`src/rtl/enc_quad_decoder.sv`:
```
// Rotary-encoder Pmod front-end: per-pin synchroniser/debounce lanes feeding a
// detent-resolution quadrature decoder with a wrapping position counter.
`timescale 1ns/1ps

module enc_deb_lane #(
  parameter int unsigned DEB_CYCLES = 5000,
  parameter logic        RST_VAL    = 1'b0
) (
  input  logic clk,
  input  logic rst_n,
  input  logic raw_i,
  output logic level_o
);
  localparam int unsigned CNT_W = (DEB_CYCLES > 1) ? $clog2(DEB_CYCLES) : 1;

  logic [1:0]       sync_q;
  logic             deb_q, deb_d;
  logic [CNT_W-1:0] cnt_q, cnt_d;

  // Counter only runs while the synced pin disagrees with the debounced value;
  // any agreement (including a glitch returning) restarts the count.
  always_comb begin
    deb_d = deb_q;
    cnt_d = '0;
    if (sync_q[1] != deb_q) begin
      if (cnt_q == CNT_W'(DEB_CYCLES - 1)) deb_d = sync_q[1];
      else                                 cnt_d = cnt_q + CNT_W'(1);
    end
  end

  always_ff @(posedge clk or negedge rst_n) begin
    if (!rst_n) begin
      sync_q <= {2{RST_VAL}};
      deb_q  <= RST_VAL;
      cnt_q  <= '0;
    end else begin
      sync_q <= {sync_q[0], raw_i};
      deb_q  <= deb_d;
      cnt_q  <= cnt_d;
    end
  end

  assign level_o = deb_q;
endmodule

module enc_quad_decoder #(
  parameter int unsigned DEB_CYCLES = 5000,
  parameter int unsigned POS_W      = 4
) (
  input  logic             clk,
  input  logic             rst_n,
  input  logic             ena,
  input  logic             enc_a,
  input  logic             enc_b,
  input  logic             enc_btn,
  input  logic             enc_sw,
  output logic [POS_W-1:0] position,
  output logic             step_valid,
  output logic             step_dir,
  output logic             btn_press,
  output logic             btn_level,
  output logic             sw_level,
  output logic             quad_err
);
  // Lane order: A, B, button, switch. A/B idle high so release sits at detent 11.
  localparam int unsigned        NUM_LANES = 4;
  localparam logic [NUM_LANES-1:0] LANE_RST = 4'b0011;

  logic [NUM_LANES-1:0] raw, deb;
  assign raw = {enc_sw, enc_btn, enc_b, enc_a};

  for (genvar g = 0; g < NUM_LANES; g++) begin : g_lane
    enc_deb_lane #(
      .DEB_CYCLES (DEB_CYCLES),
      .RST_VAL    (LANE_RST[g])
    ) u_lane (
      .clk     (clk),
      .rst_n   (rst_n),
      .raw_i   (raw[g]),
      .level_o (deb[g])
    );
  end

  // Phase index along the CW order 11 -> 01 -> 00 -> 10; differences mod 4
  // give +1 (CW), 3 (CCW) or 2 (both bits flipped).
  function automatic logic [1:0] phase(input logic [1:0] ab);
    case (ab)
      2'b11:   phase = 2'd0;
      2'b01:   phase = 2'd1;
      2'b00:   phase = 2'd2;
      default: phase = 2'd3;
    endcase
  endfunction

  logic [1:0]        ab_cur, ab_q;
  logic [1:0]        diff;
  logic signed [3:0] q_q, q_d, q_sum;
  logic              step_d, cw_d, err_d;
  logic [POS_W-1:0]  pos_q, pos_d;
  logic              step_q, dir_q, dir_d, err_q;
  logic              btn_prev_q, press_q, press_d;

  assign ab_cur = {deb[0], deb[1]};
  assign diff   = phase(ab_cur) - phase(ab_q);

  always_comb begin
    q_sum = q_q;
    case (diff)
      2'd1:    if (q_q != 4'sd4)  q_sum = q_q + 4'sd1;
      2'd3:    if (q_q != -4'sd4) q_sum = q_q - 4'sd1;
      default: ;
    endcase

    q_d    = q_q;
    step_d = 1'b0;
    cw_d   = 1'b0;
    err_d  = 1'b0;
    if (!ena) begin
      q_d = '0;
    end else if (ab_cur != ab_q) begin
      if (diff == 2'd2) begin
        err_d = 1'b1;
        q_d   = '0;
      end else if (ab_cur == 2'b11) begin
        // Only a full, uninterrupted quarter-step count in one direction steps.
        q_d = '0;
        if (q_sum == 4'sd4) begin
          step_d = 1'b1;
          cw_d   = 1'b1;
        end else if (q_sum == -4'sd4) begin
          step_d = 1'b1;
        end
      end else begin
        q_d = q_sum;
      end
    end
  end

  always_comb begin
    pos_d = pos_q;
    dir_d = dir_q;
    if (step_d) begin
      pos_d = cw_d ? pos_q + POS_W'(1) : pos_q - POS_W'(1);
      dir_d = cw_d;
    end
  end

  assign press_d = ena & deb[2] & ~btn_prev_q;

  always_ff @(posedge clk or negedge rst_n) begin
    if (!rst_n) begin
      ab_q       <= 2'b11;
      q_q        <= '0;
      pos_q      <= '0;
      step_q     <= 1'b0;
      dir_q      <= 1'b0;
      err_q      <= 1'b0;
      btn_prev_q <= 1'b0;
      press_q    <= 1'b0;
    end else begin
      ab_q       <= ab_cur;
      q_q        <= q_d;
      pos_q      <= pos_d;
      step_q     <= step_d;
      dir_q      <= dir_d;
      err_q      <= err_d;
      btn_prev_q <= deb[2];
      press_q    <= press_d;
    end
  end

  assign position   = pos_q;
  assign step_valid = step_q;
  assign step_dir   = dir_q;
  assign quad_err   = err_q;
  assign btn_press  = press_q;
  assign btn_level  = deb[2];
  assign sw_level   = deb[3];
endmodule

```
`config.mk`:
```
export PLATFORM = sky130hd
export DESIGN_NAME = enc_quad_decoder
export DESIGN_NICKNAME = d
export VERILOG_FILES = /design/src/rtl/enc_quad_decoder.sv
export SDC_FILE = /design/constraint.sdc
export NUM_CORES = 1
export LEC_CHECK = 0
export CAP_MARGIN = 20
export CORE_MARGIN = 3
export CORE_UTILIZATION = 54
export CTS_BUF_LIST = sky130_fd_sc_hd__clkbuf_8
export CTS_CLUSTER_DIAMETER = 200
export DETAILED_ROUTE_END_ITERATION = 12
export MAX_ROUTING_LAYER = met4
export PLACE_DENSITY = 0.77
export SLEW_MARGIN = 20
export SYNTH_ARGS = -nofsm -noshare
export SYNTH_HDL_FRONTEND = slang
export SYNTH_SLANG_ARGS = --single-unit
```
`constraint.sdc`:
```
create_clock -name clk -period 6.77 [get_ports clk]
set_clock_uncertainty 0.15 [all_clocks]
set_input_delay 0.677 -clock clk [delete_from_list [all_inputs] [get_ports clk]]
set_output_delay 0.677 -clock clk [all_outputs]
set_load 0.02 [all_outputs]
```
==> results by group, run 1 <==
Yosys
  – Count leader, synth: dfrtp_1
  – Syn_area_per_cell: 10.5 µm²
  – Dominant cell type by area after synthesis: dfrtp_1
  – Synth Warn #: 0
  – Synth cell count leaders: dfrtp_1 (71), nor2_1 (61), xor2_1 (31)
  – Ranking of synthesized cells by area: dfrtp_1 (46%), xor2_1 (7.0%), nor2_1 (5.9%)
  – Top_reg_cell synth: dfrtp_1
  – Syn Std Cell Area: 0.00387 mm²
  – Ys async rst share: 1.00
  – Net count after synthesis: 391
  – Register area share after synthesis: 0.513
  – Number of synthesized register bits: 79
  – Synth top area share: 0.459
  – Post-synth EDFFs: 0
  – Synth unique cells: 48
  – Synthesized instance count: 369

Min path
  – Min-Delay Endpoint: g_lane[2].u_lane.sync_q[1]
  – Hold Path Stages: 0
  – Hold Crit Start: g_lane[2].u_lane.sync_q[0]
  – Worst min path class: reg -> reg

Detailed routing
  – Iteration-0 DRC Markers: 116
  – Via count: around 2700
  – DRC: 0
  – Via density: 5.44
  – Final WL: approximately 6600 µm
  – Drt wl/cell: between 10 and 15 µm
  – Drt pass-1 iters: 4
  – Antenna-violating nets left: 0

Clocking
  – Clock latency on the worst-skew pair: roughly 340 ps
  – Post_cts resized: 0
  – Setup Buffers After CTS: 0
  – Htree depth: 3
  – CTS Buf Count: 9
  – CTS root buffer: clkbuf_8
  – CTS tree: yes
  – CTS Hold Bufs: 0
  – Clock sink count: 79
  – Clk slew on worst S/H paths: 80 ps
  – Max Root-Sink Buffers: 2

GRT
  – First-pass GRT wire length: 11900 µm
  – Vias in the first global route: 2675
  – Initial antenna violation count: 0
  – Tot GR Track Use: 0.182
  – Grt ovf: 0
  – Largest net degree at the start of global routing: 80

Die
  – Die ar.: 0.00822 mm²
  – Initial core utilization: 0.564
  – Core area: 0.00687 mm²
  – FP Rows: 30
  – I/O pin count: 17
  – Die Width: 90.7 µm
  – DIE HEIGHT: 90.7 µm

Layout
  – Area delta synth->final: 11.0%
  – Fillers: approximately 560
  – Diodes inserted: 0
  – Fin nets: just over 400
  – Fraction of final layout cells sized beyond drive strength 1: 0.112

STA
  – Setup TNS: 0 ps
  – Final Cycle Share: 0.632
  – Hold WS: roughly 200 ps
  – Pins Over Slew Limit: 0
  – Slew HR: 0.367
  – Max Freq: 234 MHz
  – RSZ-0062 raised after global routing: false
  – Minimum clock period: approximately 4300 ps
  – Slew @ Worst Pin: around 950 ps
  – Final WS setup: about 2500 ps
  – Final setup fails: 0
  – Fin. Hold Viols: 0

Setup path
  – Internal reg-to-reg setup slack: around 2500 ps
  – R2R Path End: position[3]
  – Nature of the critical path endpoint: flip-flop
  – Startpoint types: flip-flop
  – WS Path Type: reg -> reg
  – CP arrival: 4360 ps
  – Req. time, crit path: 6850 ps
  – Worst R2R Start: g_lane[0].u_lane.level_o
  – Worst-case reg-to-reg path depth: 16
  – Crit path max fanout: 8

Power and ir drop
  – Peak supply drop: 0.144 mV
  – Comb power frac: 0.035
  – Pint: 632 µW
  – Switching Share: 0.236
  – Sw Pwr: slightly below 200 µW
  – Pwr/cell area: 192 mW/mm²
  – Clock Power Share: 0.376
  – Leakage: 1.89 nW
  – Reg power frac: 0.589

Place
  – Routability congestion estimate: ~0.9
  – Hpwl dp: 4490 µm
  – Place WS: 2500 ps
  – I/O Buffers: 16

Status
  – Status: finished, final reports clean

Run
  – Max Cap Viol: 0
power groups by stage:
stage | sequential, mW | combinational (mW) | clock [mW]
floorplan | 0.495 | 0.0139 | 0
global placement | 0.496 | 0.0287 | 0
finish | 0.487 | 0.0286 | 0.311
global route | 0.489 | 0.0334 | 0.340
detailed placement | 0.496 | 0.0300 | 0
CTS | 0.487 | 0.0298 | 0.319
cell usage in the layout (no fill, tap or decap), types with 2 or more instances in the layout:
cell / count
clkbuf_8: 10
clkdlybuf4s50_1: 15
or3_1: 4
o21a_1: 2
inv_1: 11
nand3_1: 23
ha_1: 14
a21oi_1: 5
xor2_1: 31
o22ai_1: 2
xnor2_1: 21
nor4b_1: 2
nor3_1: 9
or2_2: 3
nand2_1: 24
nand4_1: 9
mux2_2: 8
nand3b_1: 2
dfrtp_1: 71
nor4_1: 3
nor2b_1: 2
dfstp_2: 8
o21ai_0: 6
nor2_1: 61
or4_1: 2
and3_1: 15
nand4b_1: 3
clkinv_2: 4
routing by layer:
metal  global-route usage  share of wire
met1                0.240           0.48
met2                0.273           0.47
met3               0.0408          0.042
met4               0.0727          0.012
met5                    -              0
how the worst max path moves through the flow:
stage | start | to | cells after the start | slack, ps
finish | g_lane[0].u_lane.level_o | position[3] | 16 | 2490
floorplan | g_lane[0].u_lane.level_o | position[3] | 16 | 2840
global route | g_lane[0].u_lane.level_o | position[3] | 16 | 2210
global placement | g_lane[0].u_lane.level_o | position[3] | 16 | 2670
detailed placement | g_lane[0].u_lane.level_o | position[3] | 16 | 2500
CTS | g_lane[0].u_lane.level_o | position[3] | 16 | 2510
logic make-up after synthesis:
logic type,Yosys count,synth area share
AND/OR/NAND/NOR,168,0.217
flip-flops,79,0.513
XOR/XNOR,53,0.124
AO/OA/AOI/OAI,26,0.0481
buffers and inverters,18,0.0178
adder cells (fa/ha/maj),15,0.0504
multiplexers,10,0.0297
final cells by class:
| type | instances | area (µm²) | share of cell area |
|---|---|---|---|
| Clock inverter | 6 | 36.3 | 0.00844 |
| Sequential cell | 79 | 1990 | 0.462 |
| Tap cell | 96 | 120 | 0.0280 |
| Clock buffer | 10 | 138 | 0.0320 |
| Timing Repair Buffer | 16 | 158 | 0.0367 |
| Inverter | 11 | 41.3 | 0.00961 |
| Multi-Input combinational cell | 272 | 1820 | 0.423 |
through the flow:
| step | power, mW | cells | utilization | instance area [µm²] |
|---|---|---|---|---|
| floorplan | 0.509 | 369 | - | 3870 |
| global placement | 0.525 | 474 | 0.600 | 4120 |
| detailed placement | 0.526 | 474 | 0.600 | 4120 |
| CTS | 0.836 | 490 | 0.626 | 4300 |
| global route | 0.862 | 490 | 0.626 | 4300 |
| finish | 0.827 | 490 | 0.626 | 4300 |
critical path: stages, from the launching register on:
cell	delay, ps
dfstp_2	610
inv_1	60
ha_1	270
inv_1	40
ha_1	230
o21a_1	150
or4_1	560
a21oi_2	160
o2111ai_2	180
nor4_4	520
nand2_1	230
ha_1	310
a21o_1	160
a21oi_1	170
xor2_1	150
nand2_1	80
xnor2_1	150
flip-flops by register name, indices dropped and copies added (netlist names):
name	count
g_lane.u_lane.cnt_q	52
g_lane.u_lane.sync_q	8
g_lane.u_lane.level_o	4
position	4
q_q	4
ab_q	2
btn_press	1
btn_prev_q	1
quad_err	1
step_dir	1
step_valid	1
No activity file was read; power rests on OpenSTA's default activity.
==> run 2, diff against run 1 <==
Clock period 6.77 ns to 4.1 ns, I/O delays scaled along.
==> run 2 against run 1 <==
Core utilization rose by 0.82 points. Routed wire length decreased by 2.9%. Hold slack worse by 140 ps. Critical path depth unchanged. Flip-flop and latch count stayed put. Clock-buffer cell count unchanged. Clock power grew 84%. Combinational power up 62%. Register-to-register slack worse by 2300 ps. Sequential power is 65% higher. Highest routed layer unchanged.
==> results by group, run 2 (synthesis gave the netlist of run 1 again) <==
Status
  – Status: finished, final reports clean

Setup path
  – Nature of the critical path endpoint: flip-flop
  – CP arrival: 3960 ps (-400 ps)
  – Worst-case reg-to-reg path depth: 16 (unchanged)
  – CP Buf/Inv Count: 2 (unchanged)
  – Internal reg-to-reg setup slack: 230 ps (-2260 ps)
  – Most frequent CP cell: ha_1
  – Crit path cell chain: inv_1 > ha_1 > inv_1 > ha_1 > o21a_1 > or4_1 > a21oi_2 > o2111ai_2 > nor4_4 > nand2_2 > ha_1 > a21o_1 > a21oi_1 > xor2_1 > nand2_1 > xnor2_1
  – Worst R2R Start: g_lane[1].u_lane.level_o
  – Startpoint types: flip-flop
  – Slowest cell on crit path: dfstp_2
  – Req. time, crit path: 4180 ps (-2670 ps)
  – Crit path max fanout: 6 (-2)
  – CP top delay family: simple AND/OR/NAND/NOR gates
  – WS Path Type: reg -> reg
  – R2R Path End: position[3]
  – Worst stage delay on the critical path: 590 ps (-20 ps)

Clocking
  – Clock latency on the worst-skew pair: 340 ps (about the same)
  – Clk slew on worst S/H paths: 80 ps (about the same)
  – Max Root-Sink Buffers: 2 (unchanged)
  – CTS Hold Bufs: 0 (unchanged)
  – Clock sink count: 79 (unchanged)
  – CTS root buffer: clkbuf_8
  – Htree depth: 3 (unchanged)
  – CTS Buf Count: 9 (unchanged)
  – CTS tree: yes

STA
  – Final WS setup: 225 ps (-2260 ps)
  – Fin. Hold Viols: 0 (unchanged)
  – Pins Over Slew Limit: 0 (unchanged)
  – Setup TNS: 0 ps (unchanged)
  – Slew HR: 0.375 (+0.00875)
  – Hold WS: 61.8 ps (-139 ps)
  – Max Freq: 258 MHz (+10%)
  – Final setup fails: 0 (unchanged)
  – Minimum clock period: 3870 ps (-406 ps)
  – Slew @ Worst Pin: 937 ps (-13.1 ps)
  – RSZ-0062 raised after global routing: false
  – Final Cycle Share: 0.945 (+0.313)

Min path
  – Worst min path class: in -> async

Detailed routing
  – Metal2 WL: 3030 µm (-2.2%)
  – Iteration-0 DRC Markers: 91 (-22%)
  – Drt pass-1 iters: 4 (unchanged)
  – Via density: 5.31 (-2.5%)
  – Top layer in use: met4
  – DRC: 0 (unchanged)
  – Via count: 2623 (-1.7%)
  – Antenna-violating nets left: 0 (unchanged)
  – Drt wl/cell: 13.1 µm (-3.7%)
  – Metal1 wirelength: 3100 µm (-2.8%)
  – Met3 WL: 217 µm (-22%)
  – Final WL: 6450 µm (-2.9%)

GRT
  – Vias in the first global route: 2614 (-2.3%)
  – Initial antenna violation count: 0 (unchanged)
  – Largest net degree at the start of global routing: 80 (unchanged)
  – Tot GR Track Use: 0.175 (-0.00634)
  – Grt ovf: 0 (unchanged)
  – First-pass GRT wire length: 11600 µm (-2.7%)

Die
  – Die Width: 90.7 µm (unchanged)
  – Die ar.: 0.00822 mm² (unchanged)
  – I/O pin count: 17 (unchanged)
  – FP Rows: 30 (unchanged)
  – Core area: 0.00687 mm² (unchanged)
  – DIE HEIGHT: 90.7 µm (unchanged)
  – Initial core utilization: 0.564 (unchanged)

Place
  – Routability congestion estimate: 0.853 (-2.7%)
  – Hpwl dp: 4520 µm (+0.70%)
  – Place WS: 204 ps (-2300 ps)
  – I/O Buffers: 16 (unchanged)
  – Placed instance count: 476 (+0.42%)

Layout
  – Most frequent cells in the layout: dfrtp_1 (71), nor2_1 (61), xor2_1 (31)
  – Largest Register: g_lane.u_lane.cnt_q
  – Max reg flops: 52 (unchanged)
  – Utilization after layout: 0.634 (+0.00820)
  – Non-Filler Instances: 494 (+0.82%)
  – Fraction of final layout cells sized beyond drive strength 1: 0.121 (+0.00893)
  – Multi-input gate area in the final layout: 0.00182 mm² (+0.14%)
  – Seq. cell area: 0.00199 mm² (unchanged)
  – Fillers: 571 (+1.2%)
  – Diodes inserted: 0 (unchanged)
  – Area delta synth->final: 12.4%
  – Fin nets: 415 (+0.97%)
  – Commonest non-fill, non-tap cell in the layout: dfrtp_1
  – Largest regs: g_lane.u_lane.cnt_q x52, g_lane.u_lane.sync_q x8

Run
  – Max Cap Viol: 0 (unchanged)

Power and ir drop
  – Leakage: 1.92 nW (+1.7%)
  – Pwr/cell area: 327 mW/mm² (+70%)
  – Peak supply drop: 0.202 mV (+40%)
## run 2: final cells by class
| type | count | area share |
|---|---|---|
| Multi-Input combinational cell | 272 | 0.418 |
| Inverter | 11 | 0.00949 |
| Clock buffer | 10 | 0.0316 |
| Clock inverter | 6 | 0.0138 |
| Timing Repair Buffer | 20 | 0.0431 |
| Tap cell | 96 | 0.0276 |
| Sequential cell | 79 | 0.456 |
## run 2: power by group
part           total [mW]  internal, mW  switching (mW)
combinational      0.0464        0.0158          0.0306
sequential          0.805         0.794          0.0110
clock               0.572         0.296           0.276
## run 2: layer usage
layer  GRT usage  vias up
li1            -     1311
met1       0.229     1265
met2       0.267       38
met3      0.0292        9
met4      0.0867        0
met5           -        -
## run 2: stage by stage
stage | area, µm² | power, mW
global placement | 4140 | 0.866
CTS | 4340 | 1.45
finish | 4350 | 1.42
detailed placement | 4140 | 0.869
global route | 4350 | 1.48
floorplan | 3870 | 0.840
## run 2: what timing repair did
action / in CTS / in global routing
gates resized for setup: 0 / 2
buffers inserted: 0 / 2
setup endpoints to repair: 0 / 1
## run 2: worst max path at each step
stage,start,depth (start not counted),end
after CTS,g_lane[0].u_lane.level_o,16,position[3]
after global routing,g_lane[1].u_lane.level_o,16,position[3]
final,g_lane[1].u_lane.level_o,16,position[3]
after global placement,g_lane[0].u_lane.level_o,16,position[3]
after detailed placement,g_lane[0].u_lane.level_o,15,position[3]
after floorplan,g_lane[0].u_lane.level_o,16,position[3]
